==> config.mk <==
export PLATFORM = sky130hd
export DESIGN_NAME = mock_dev_bus_router
export DESIGN_NICKNAME = d
export VERILOG_FILES = /design/src/rtl/mock_dev_pkg.sv /design/src/rtl/mock_dev_addr_decode.sv /design/src/rtl/mock_dev_bus_router.sv
export SDC_FILE = /design/constraint.sdc
export NUM_CORES = 1
export LEC_CHECK = 0
export ABC_AREA = 1
export CAP_MARGIN = 0
export CORE_MARGIN = 8
export CORE_UTILIZATION = 46
export CTS_BUF_LIST = sky130_fd_sc_hd__clkbuf_8
export DETAILED_ROUTE_END_ITERATION = 12
export GPL_ROUTABILITY_DRIVEN = 0
export PLACE_DENSITY = 0.88
export SLEW_MARGIN = 15
export SYNTH_ARGS = -nofsm -noshare
export SYNTH_HDL_FRONTEND = slang
export SYNTH_SLANG_ARGS = --single-unit
==> constraint.sdc <==
create_clock -name clk -period 3.35 [get_ports clk]
set_clock_uncertainty 0.1 [all_clocks]
set_input_delay 0.5025 -clock clk [delete_from_list [all_inputs] [get_ports clk]]
set_output_delay 0.5025 -clock clk [all_outputs]
set_load 0.02 [all_outputs]
==> src/rtl/mock_dev_pkg.sv <==
// Shared types and constants for the mock device bus router.
package mock_dev_pkg;

    // Router transaction states.
    typedef enum logic [2:0] {
        IDLE,
        REQ,
        WAIT,
        RESP,
        ERR
    } route_state_t;

    // Read data returned for unmapped or timed-out accesses.
    localparam logic [31:0] BUS_ERR_DATA = 32'hDEADBEEF;

    // Default peripheral windows: hit = (addr & mask) == base.
    localparam logic [31:0] S0_BASE_DEFAULT = 32'hC000_0000;
    localparam logic [31:0] S0_MASK_DEFAULT = 32'hFFFF_FFF0;
    localparam logic [31:0] S1_BASE_DEFAULT = 32'hC100_0000;
    localparam logic [31:0] S1_MASK_DEFAULT = 32'hFFFF_FF00;

    localparam int unsigned TIMEOUT_DEFAULT = 64;

endpackage

==> src/rtl/mock_dev_addr_decode.sv <==
// Combinational window decode of a core address into per-slave hit flags.
module mock_dev_addr_decode
    import mock_dev_pkg::*;
#(
    parameter int unsigned                DW      = 32,
    parameter logic        [DW-1:0]       S0_BASE = S0_BASE_DEFAULT,
    parameter logic        [DW-1:0]       S0_MASK = S0_MASK_DEFAULT,
    parameter logic        [DW-1:0]       S1_BASE = S1_BASE_DEFAULT,
    parameter logic        [DW-1:0]       S1_MASK = S1_MASK_DEFAULT
) (
    input  logic [DW-1:0] addr,
    output logic          hit0,
    output logic          hit1
);

    // Both hits are reported raw; priority between them is resolved by the router.
    always_comb begin
        hit0 = ((addr & S0_MASK) == S0_BASE);
        hit1 = ((addr & S1_MASK) == S1_BASE);
    end

endmodule

==> src/rtl/mock_dev_bus_router.sv <==
// MMIO router between the core's M_DEVICE port and two simulated peripherals.
// Each request is registered, decoded, forwarded to one slave and answered once.
module mock_dev_bus_router
    import mock_dev_pkg::*;
#(
    parameter int unsigned                          C_M_AXI_DATA_WIDTH = 32,
    parameter logic        [C_M_AXI_DATA_WIDTH-1:0] S0_BASE            = S0_BASE_DEFAULT,
    parameter logic        [C_M_AXI_DATA_WIDTH-1:0] S0_MASK            = S0_MASK_DEFAULT,
    parameter logic        [C_M_AXI_DATA_WIDTH-1:0] S1_BASE            = S1_BASE_DEFAULT,
    parameter logic        [C_M_AXI_DATA_WIDTH-1:0] S1_MASK            = S1_MASK_DEFAULT,
    parameter int unsigned                          TIMEOUT_CYCLES     = TIMEOUT_DEFAULT
) (
    input  logic                              clk,
    input  logic                              rst_n,

    input  logic                              M_DEVICE_strobe,
    input  logic [C_M_AXI_DATA_WIDTH-1:0]     M_DEVICE_addr,
    input  logic                              M_DEVICE_rw,
    input  logic [C_M_AXI_DATA_WIDTH/8-1:0]   M_DEVICE_byte_enable,
    input  logic [C_M_AXI_DATA_WIDTH-1:0]     M_DEVICE_core2dev_data,
    output logic                              M_DEVICE_data_ready,
    output logic [C_M_AXI_DATA_WIDTH-1:0]     M_DEVICE_dev2core_data,

    output logic                              S0_strobe,
    output logic [C_M_AXI_DATA_WIDTH-1:0]     S0_addr,
    output logic                              S0_rw,
    output logic [C_M_AXI_DATA_WIDTH/8-1:0]   S0_byte_enable,
    output logic [C_M_AXI_DATA_WIDTH-1:0]     S0_core2dev_data,
    input  logic                              S0_data_ready,
    input  logic [C_M_AXI_DATA_WIDTH-1:0]     S0_dev2core_data,

    output logic                              S1_strobe,
    output logic [C_M_AXI_DATA_WIDTH-1:0]     S1_addr,
    output logic                              S1_rw,
    output logic [C_M_AXI_DATA_WIDTH/8-1:0]   S1_byte_enable,
    output logic [C_M_AXI_DATA_WIDTH-1:0]     S1_core2dev_data,
    input  logic                              S1_data_ready,
    input  logic [C_M_AXI_DATA_WIDTH-1:0]     S1_dev2core_data,

    output logic [7:0]                        bus_err_count
);

    localparam int unsigned DW  = C_M_AXI_DATA_WIDTH;
    localparam int unsigned BEW = C_M_AXI_DATA_WIDTH / 8;
    localparam int unsigned CW  = $clog2(TIMEOUT_CYCLES + 1);

    route_state_t   state_q, state_d;

    // Latched request; sel_q = 0 routes to S0, 1 routes to S1.
    logic [DW-1:0]  addr_q;
    logic           rw_q;
    logic [BEW-1:0] be_q;
    logic [DW-1:0]  wdata_q;
    logic           sel_q;

    logic [CW-1:0]  wait_cnt_q;
    logic [DW-1:0]  rdata_q;

    logic           ready_q;
    logic [DW-1:0]  resp_q;
    logic [7:0]     err_cnt_q;

    logic           hit0;
    logic           hit1;
    logic           accept;
    logic           sel_ready;
    logic [DW-1:0]  sel_rdata;
    logic           timeout;
    logic           active;
    logic           drive0;
    logic           drive1;

    mock_dev_addr_decode #(
        .DW      (DW),
        .S0_BASE (S0_BASE),
        .S0_MASK (S0_MASK),
        .S1_BASE (S1_BASE),
        .S1_MASK (S1_MASK)
    ) u_addr_decode (
        .addr (M_DEVICE_addr),
        .hit0 (hit0),
        .hit1 (hit1)
    );

    // Request acceptance, selected-slave response mux and timeout detect.
    always_comb begin
        // The data_ready cycle still belongs to the previous access.
        accept    = (state_q == IDLE) && M_DEVICE_strobe && !ready_q;
        sel_ready = sel_q ? S1_data_ready : S0_data_ready;
        sel_rdata = sel_q ? S1_dev2core_data : S0_dev2core_data;
        timeout   = (state_q == WAIT) && (wait_cnt_q == CW'(TIMEOUT_CYCLES - 1));
    end

    // State register.
    always_ff @(posedge clk or negedge rst_n) begin
        if (!rst_n) begin
            state_q <= IDLE;
        end else begin
            state_q <= state_d;
        end
    end

    // Next-state logic; a slave response beats a timeout in the same cycle.
    always_comb begin
        state_d = state_q;
        unique case (state_q)
            IDLE: begin
                if (accept) begin
                    state_d = (hit0 || hit1) ? REQ : ERR;
                end
            end
            REQ:  state_d = WAIT;
            WAIT: begin
                if (sel_ready) begin
                    state_d = RESP;
                end else if (timeout) begin
                    state_d = ERR;
                end
            end
            RESP: state_d = IDLE;
            ERR:  state_d = IDLE;
            default: state_d = IDLE;
        endcase
    end

    // Latch the core request on acceptance; S0 wins when both windows hit.
    always_ff @(posedge clk or negedge rst_n) begin
        if (!rst_n) begin
            addr_q  <= '0;
            rw_q    <= 1'b0;
            be_q    <= '0;
            wdata_q <= '0;
            sel_q   <= 1'b0;
        end else if (accept) begin
            addr_q  <= M_DEVICE_addr;
            rw_q    <= M_DEVICE_rw;
            be_q    <= M_DEVICE_byte_enable;
            wdata_q <= M_DEVICE_core2dev_data;
            sel_q   <= !hit0;
        end
    end

    // WAIT cycle counter, cleared while the slave strobe is out.
    always_ff @(posedge clk or negedge rst_n) begin
        if (!rst_n) begin
            wait_cnt_q <= '0;
        end else if (state_q == REQ) begin
            wait_cnt_q <= '0;
        end else if (state_q == WAIT) begin
            wait_cnt_q <= wait_cnt_q + 1'b1;
        end
    end

    // Capture slave read data only while waiting; late pulses fall through.
    always_ff @(posedge clk or negedge rst_n) begin
        if (!rst_n) begin
            rdata_q <= '0;
        end else if ((state_q == WAIT) && sel_ready) begin
            rdata_q <= sel_rdata;
        end
    end

    // Registered core response and saturating error counter.
    always_ff @(posedge clk or negedge rst_n) begin
        if (!rst_n) begin
            ready_q   <= 1'b0;
            resp_q    <= '0;
            err_cnt_q <= '0;
        end else begin
            ready_q <= (state_q == RESP) || (state_q == ERR);
            if (state_q == RESP) begin
                resp_q <= rdata_q;
            end else if (state_q == ERR) begin
                resp_q <= DW'(BUS_ERR_DATA);
            end else begin
                resp_q <= '0;
            end
            if ((state_q == ERR) && (err_cnt_q != 8'hFF)) begin
                err_cnt_q <= err_cnt_q + 8'd1;
            end
        end
    end

    // Slave-side drive: the selected slave sees the request only in REQ/WAIT,
    // everything else stays parked at zero so combinational decoders stay quiet.
    always_comb begin
        active = (state_q == REQ) || (state_q == WAIT);
        drive0 = active && !sel_q;
        drive1 = active && sel_q;

        S0_strobe        = (state_q == REQ) && !sel_q;
        S0_addr          = drive0 ? addr_q  : '0;
        S0_rw            = drive0 ? rw_q    : 1'b0;
        S0_byte_enable   = drive0 ? be_q    : '0;
        S0_core2dev_data = drive0 ? wdata_q : '0;

        S1_strobe        = (state_q == REQ) && sel_q;
        S1_addr          = drive1 ? addr_q  : '0;
        S1_rw            = drive1 ? rw_q    : 1'b0;
        S1_byte_enable   = drive1 ? be_q    : '0;
        S1_core2dev_data = drive1 ? wdata_q : '0;
    end

    assign M_DEVICE_data_ready    = ready_q;
    assign M_DEVICE_dev2core_data = resp_q;
    assign bus_err_count          = err_cnt_q;

endmodule

; Word-level counts from Yosys, hierarchy flattened
; Index checks and enable logic that the tools add are counted.
[word_totals]
regBits = 153
latch_bits = 0
ram_bits = 0
mem_bits_ro = 0
inputBits = 138
mem_count = 0
[op_classes]
add_sub_neg = 2
multipliers = 0
div_mod_pow = 0
magnitude_cmp = 0
eq_ne = 10
n_shift = 0
n_mux = 19
n_bitwise = 0
reduce_logical = 18
[op_table]
columns = cell, count
row1 = $mux W32, 7
row2 = $eq A28 B28 Y1 const B, 1
row3 = $eq A24 B24 Y1 const B, 1
row4 = $mux W7, 2
row5 = $mux W3, 4
row6 = $logic_and A1 B1 Y1, 9
row7 = $pmux W3 S3, 1
row8 = $add A8 B1 Y8 const B, 1
row9 = $mux W4, 2
row10 = $ne A8 B8 Y1 const B, 1
row11 = $add A7 B1 Y7 const B, 1
row12 = $eq A7 B6 Y1 const B, 1
row13 = $eq A3 B2 Y1 const B, 2
row14 = $eq A3 B1 Y1 const B, 1
row15 = $eq A3 B3 Y1 const B, 1
row16 = $logic_not A1 Y1, 3
row17 = $logic_not A3 Y1, 1
row18 = $logic_or A1 B1 Y1, 3
row19 = $mux W1, 3
row20 = $ne A3 B3 Y1 const B, 1
row21 = $ne A2 B2 Y1 const B, 1
row22 = $reduce_and A2 Y1, 1
row23 = $reduce_bool A2 Y1, 1

; Longest topological paths before layout
; Gate-level depths: netlist (run 1).
[depth]
ltp_word = 5
depth_mapped = 10
mapped_depth_nobuf = 9

; Cells and area by module
; From an unflattened synthesis (run 1), not the netlist that was laid out.
[hier_totals]
cells_unflattened = 940
area_unflattened_um2 = 7129.3
[modules_own_cells]
columns = mod, instances, cells_each, area_per_inst_um2, seq_area_each_um2
row1 = mock_dev_bus_router, 1, 907, 6996.7, 3828.7
row2 = mock_dev_addr_decode, 1, 33, 132.6, 0.0

; Worst setup path before layout (run 1)
; OpenSTA, ideal clock, no wires.
[synth_path]
kind = reg-to-output
start = register state_q[0]
end = output S0_core2dev_data[21]
arrival_ns = 1.419
t_required_ns = 2.747
path_slack_ns = 1.328
stages_incl_launch_ff = 8
path_cell_list = dfrtp_1 nor2_1 nand2_2 nand2_2 nand2_2 buf_2 buf_6 nor2_1
[synth_between]
elab_chain_len = 4
[synth_rtl]
columns = element, line_no
row1 = "start, declared", mock_dev_bus_router.sv:47  ; route_state_t state_q, state_d;
row2 = "start signal, assigned", mock_dev_bus_router.sv:99  ; state_q <= state_d;
row3 = $eq A3 B1 Y1 / $eq A3 B2 Y1 (equally long branches), mock_dev_bus_router.sv:187  ; active = (state_q == REQ) || (state_q == WAIT);
row4 = $logic_or A1 B1 Y1 (*), mock_dev_bus_router.sv:187
row5 = $logic_and A1 B1 Y1 (*), mock_dev_bus_router.sv:188  ; drive0 = active && !sel_q;
row6 = $mux W32 (*), mock_dev_bus_router.sv:195  ; S0_core2dev_data = drive0 ? wdata_q : '0;
row7 = "end, declared", mock_dev_bus_router.sv:28  ; output logic [C_M_AXI_DATA_WIDTH-1:0] S0_core2dev_data,
; Every way passes the cells marked *; elsewhere a longest branch is shown, timed or not.

; Worst setup path in the final report (run 1)
[layout_path]
start = register state_q[0]
end = output S1_byte_enable[1]
[layout_between]
elab_chain_len = 4
[layout_rtl]
columns = element, line_no
row1 = $eq A3 B1 Y1 / $eq A3 B2 Y1 (equally long branches), mock_dev_bus_router.sv:187
row2 = $logic_or A1 B1 Y1 (*), mock_dev_bus_router.sv:187
row3 = $logic_and A1 B1 Y1 (*), mock_dev_bus_router.sv:189  ; drive1 = active && sel_q;
row4 = $mux W4 (*), mock_dev_bus_router.sv:200  ; S1_byte_enable = drive1 ? be_q : '0;
row5 = "end, declared", mock_dev_bus_router.sv:35  ; output logic [C_M_AXI_DATA_WIDTH/8-1:0] S1_byte_enable,
; Marks and branches as above.

==> results of run 1 <==
[cells by family (layout without fill, tap and decap cells)]
group,count (synthesis),in the layout,synth area share (%)
and+or+nand+nor,410,410,23.0
adders and majority gates,2,2,0.360
AOI/OAI and AO/OA,139,139,11.4
xor gates and xnor gates,5,5,0.629
DFF,153,153,55.0
buffers and inverters,156,473,9.55
[cell usage in the layout (no fill, tap or decap), drive strengths merged]
| cell | n |
|---|---|
| a21oi | 3 |
| clkinvlp | 2 |
| clkbuf | 17 |
| ha | 2 |
| nand2 | 183 |
| a31oi | 32 |
| bufinv | 6 |
| buf | 13 |
| inv | 113 |
| clkdlybuf4s50 | 317 |
| o21ai | 80 |
| nor3 | 4 |
| o21a | 24 |
| xor2 | 2 |
| nand4 | 2 |
| nand3b | 2 |
| dlygate4sd3 | 1 |
| clkinv | 4 |
| nor2 | 203 |
| dfrtp | 153 |
| xnor2 | 3 |
| nand3 | 16 |
[per-layer routing]
layer	vias to the layer above	GRT usage, %	wire length (um)
li1	3279	-	-
met2	266	39.4	11100
met5	-	0	0
met3	47	6.27	1510
met4	0	10.2	688
met1	3148	26.9	8910
[power groups by stage]
stage / clock network (W) / logic (W) / registers (W)
floorplan: 0 / 0.00130 / 0.00306
finish: 0.00168 / 0.00230 / 0.00294
detailed placement: 0 / 0.00230 / 0.00297
CTS: 0.00170 / 0.00232 / 0.00294
global route: 0.00179 / 0.00257 / 0.00303
global placement: 0 / 0.00223 / 0.00293
[through the flow]
stage / util [%] / setup WS [ns]
after floorplan: - / 1.33
after global routing: 71.8 / 0.0356
after CTS: 71.8 / 0.180
final: 71.8 / 0.224
after detailed placement: 68.5 / 0.687
after global placement: 68.5 / 0.704
[registers in the layout (all words and copies together), names as in the netlist]
name                    flops
wdata_q                    32
bus_err_count               8
M_DEVICE_data_ready         1
wait_cnt_q                  7
addr_q                     32
rw_q                        1
sel_q                       1
be_q                        4
rdata_q                    32
M_DEVICE_dev2core_data     32
state_q                     3
[worst reg2reg max path, stage by stage (launching register included)]
cell and delay (ns):
sky130_fd_sc_hd__dfrtp_1 0.39, sky130_fd_sc_hd__buf_4 0.39, sky130_fd_sc_hd__nand2_1 0.11, sky130_fd_sc_hd__nand2_1 0.13
sky130_fd_sc_hd__inv_2 0.05, sky130_fd_sc_hd__nor2_4 0.36, sky130_fd_sc_hd__buf_12 0.28, sky130_fd_sc_hd__nor2_1 0.06
sky130_fd_sc_hd__a31oi_1 0.19
[cell type report]
type	count	area, um^2	area share, %
sequential	153	3830	35.6
tap	188	235	2.19
timing repair buffer	331	3320	30.9
multi-input combinational	556	2470	23.0
clock inverter	15	248	2.30
clock buffer	17	234	2.18
inverter	110	417	3.87
[Yosys cell counts, drive strengths merged]
| cell type | instances |
|---|---|
| nor2 | 203 |
| nand2 | 183 |
| dfrtp | 153 |
| inv | 110 |
| o21ai | 80 |
| a31oi | 32 |
| clkbuf | 24 |
| o21a | 24 |
| buf | 22 |
| nand3 | 16 |
| nor3 | 4 |
| a21oi | 3 |
| xnor2 | 3 |
| ha | 2 |
| nand3b | 2 |
| nand4 | 2 |
| xor2 | 2 |
[worst max path at each step]
stage / end / slack, ns
finish: S1_byte_enable[1] / 0.22
global route: S1_byte_enable[1] / 0.04
CTS: S1_byte_enable[1] / 0.18
detailed placement: S1_byte_enable[1] / 0.69
global placement: S1_byte_enable[1] / 0.70
floorplan: S0_core2dev_data[21] / 1.33
[repair_timing]
action / CTS / global route
endpoints found under the hold margin: 57 / 0
hold buffers: 1 / 0
buffers inserted: 0 / 0
==> reports/qor.csv, run 1 <==
metric;value;unit
CTS resizes;0;
sw frac;35.0;%
Buffers on Ports;318;
leakage component of the power;4.82;nW
vias per inst;4.92;
capturing point of the worst reg2reg path;rdata_q[19];
non-filler cells in the finished layout;1370;
Critical Path Start Type;register;
fraction of the yosys area taken by sequential cells;55.0;%
summed area of non-filler cells in the final layout;10800;um^2
GRT Total Usage;23.2;%
run status;finished, final reports clean;
Antenna diodes;0;
Worst path slowest cell;sky130_fd_sc_hd__clkdlybuf4s50_1;
post-synth top area share;55.0;%
drt wl/cell;16.2;um
cell area reported after detailed placement;10300;um^2
ordered cell list for the critical path;nor2_1 -> nand2_2 -> nand2_2 -> nand2_2 -> buf_4 -> nor2_1 -> clkdlybuf4s50_1;
HP Start;addr_q[8];
1st-iter DRT viols;580;
mean area per synthesized cell;8.05;um^2
logic depth of the worst setup path including buffers;7;
Net Count, Synth;1005;
die span in x;139;um
drt first pass iters;7;
startpoint of the lowest-slack register-to-register path;sel_q;
post-route worst hold slack;0.388;ns
Tmin final;3.13;ns
final sum of negative setup slack;0;ns
slew at the pin closest to its max-slew limit;0.976;ns
most common cell type on the critical path;sky130_fd_sc_hd__nand2_2;
DP Wirelength;16.7;mm
buffers and inverters on the worst path;2;
share of cells above drive strength 1;4.91;%
clock root buffer;sky130_fd_sc_hd__clkbuf_8;
clock edge transition at the registers on the reported setup and hold paths;0.08;ns
Routed Wire Length;22.3;mm
worst-case clock buffer depth;2;
peak fanout along the critical path;45;
final worst-path cycle share;93.3;%
number of register bits inferred by synthesis;153;
first-pass GRT wire length;35.6;mm
setup repair after global routing missed its margin;no;
detailed-route DRC error count;0;
register share of total power;42.5;%
number of nets at the end of the flow;1309;
Std-Cell Rows;45;
DP Cell Count;1337;
startpoint of the worst setup timing path;state_q[0];
Worst Hold Class;register to register;
synthesized instance count;865;
clk_lat worst skew;0.44;ns
internal portion of total power;0.00451;W
number of hold violations in the final report;0;
Ports;319;
net switching power;0.00243;W
data required time at the worst endpoint;2.75;ns
Netlist Area Pre-Place;6960;um^2
Hold Path End;addr_q[8];
leftover overflow at the end of global routing;0;
worst path arrival time;2.52;ns
antenna violations before repair;0;
Setup Crit Path Kind;register to output pin;
depth of the most critical reg-to-reg path;8;
number of setup violations in the final report;0;
achievable frequency;320;MHz
fill cell count;1151;
clock power share;24.3;%
Peak supply drop;0.000339;V
standard cell core area;15000;um^2
cell type with the largest total area after synthesis;sky130_fd_sc_hd__dfrtp_1;
top cells by area in the synthesized netlist;sky130_fd_sc_hd__dfrtp_1 (55%), sky130_fd_sc_hd__nor2_1 (11%), sky130_fd_sc_hd__nand2_1 (9.6%);
Critical Path Max Stage Delay;0.64;ns
DIE AREA;19300;um^2
DIE HEIGHT;139;um
unique cell type count in the Yosys netlist;27;
final max-slew violation count;0;
total number of vias;6740;
Max-slew headroom;34.8;%
total power density per cell area;645;nW/um^2
final antenna-violating net count;0;
overall power;0.00693;W
starting density of the core;46.5;%
power share of the combinational group;33.2;%
maximum number of pins on one net before global-route repair;64;
via count of the first global-routing pass;6696;
area overhead of the layout relative to synthesis;54.5;%
Worst Hold Depth;2;
type of destination of the critical path;output pin;
H-Tree Level Count;4;
total number of yosys warnings;0;
number of max-cap violations;0;
TritonCTS Buffers;17;
clock tree from TritonCTS;built;
category of cells accounting for the largest share of critical-path delay;buffers and inverters;
clock sink count;153;
register-to-register setup slack;1.20;ns
No activity file was read; power rests on OpenSTA's default activity.
==> run 2: changes to the inputs <==
CTS_CLUSTER_SIZE = 8   (was default)
==> results of run 2 <==
Same layout as run 1: the final DEF is identical, and so are final timing and power.
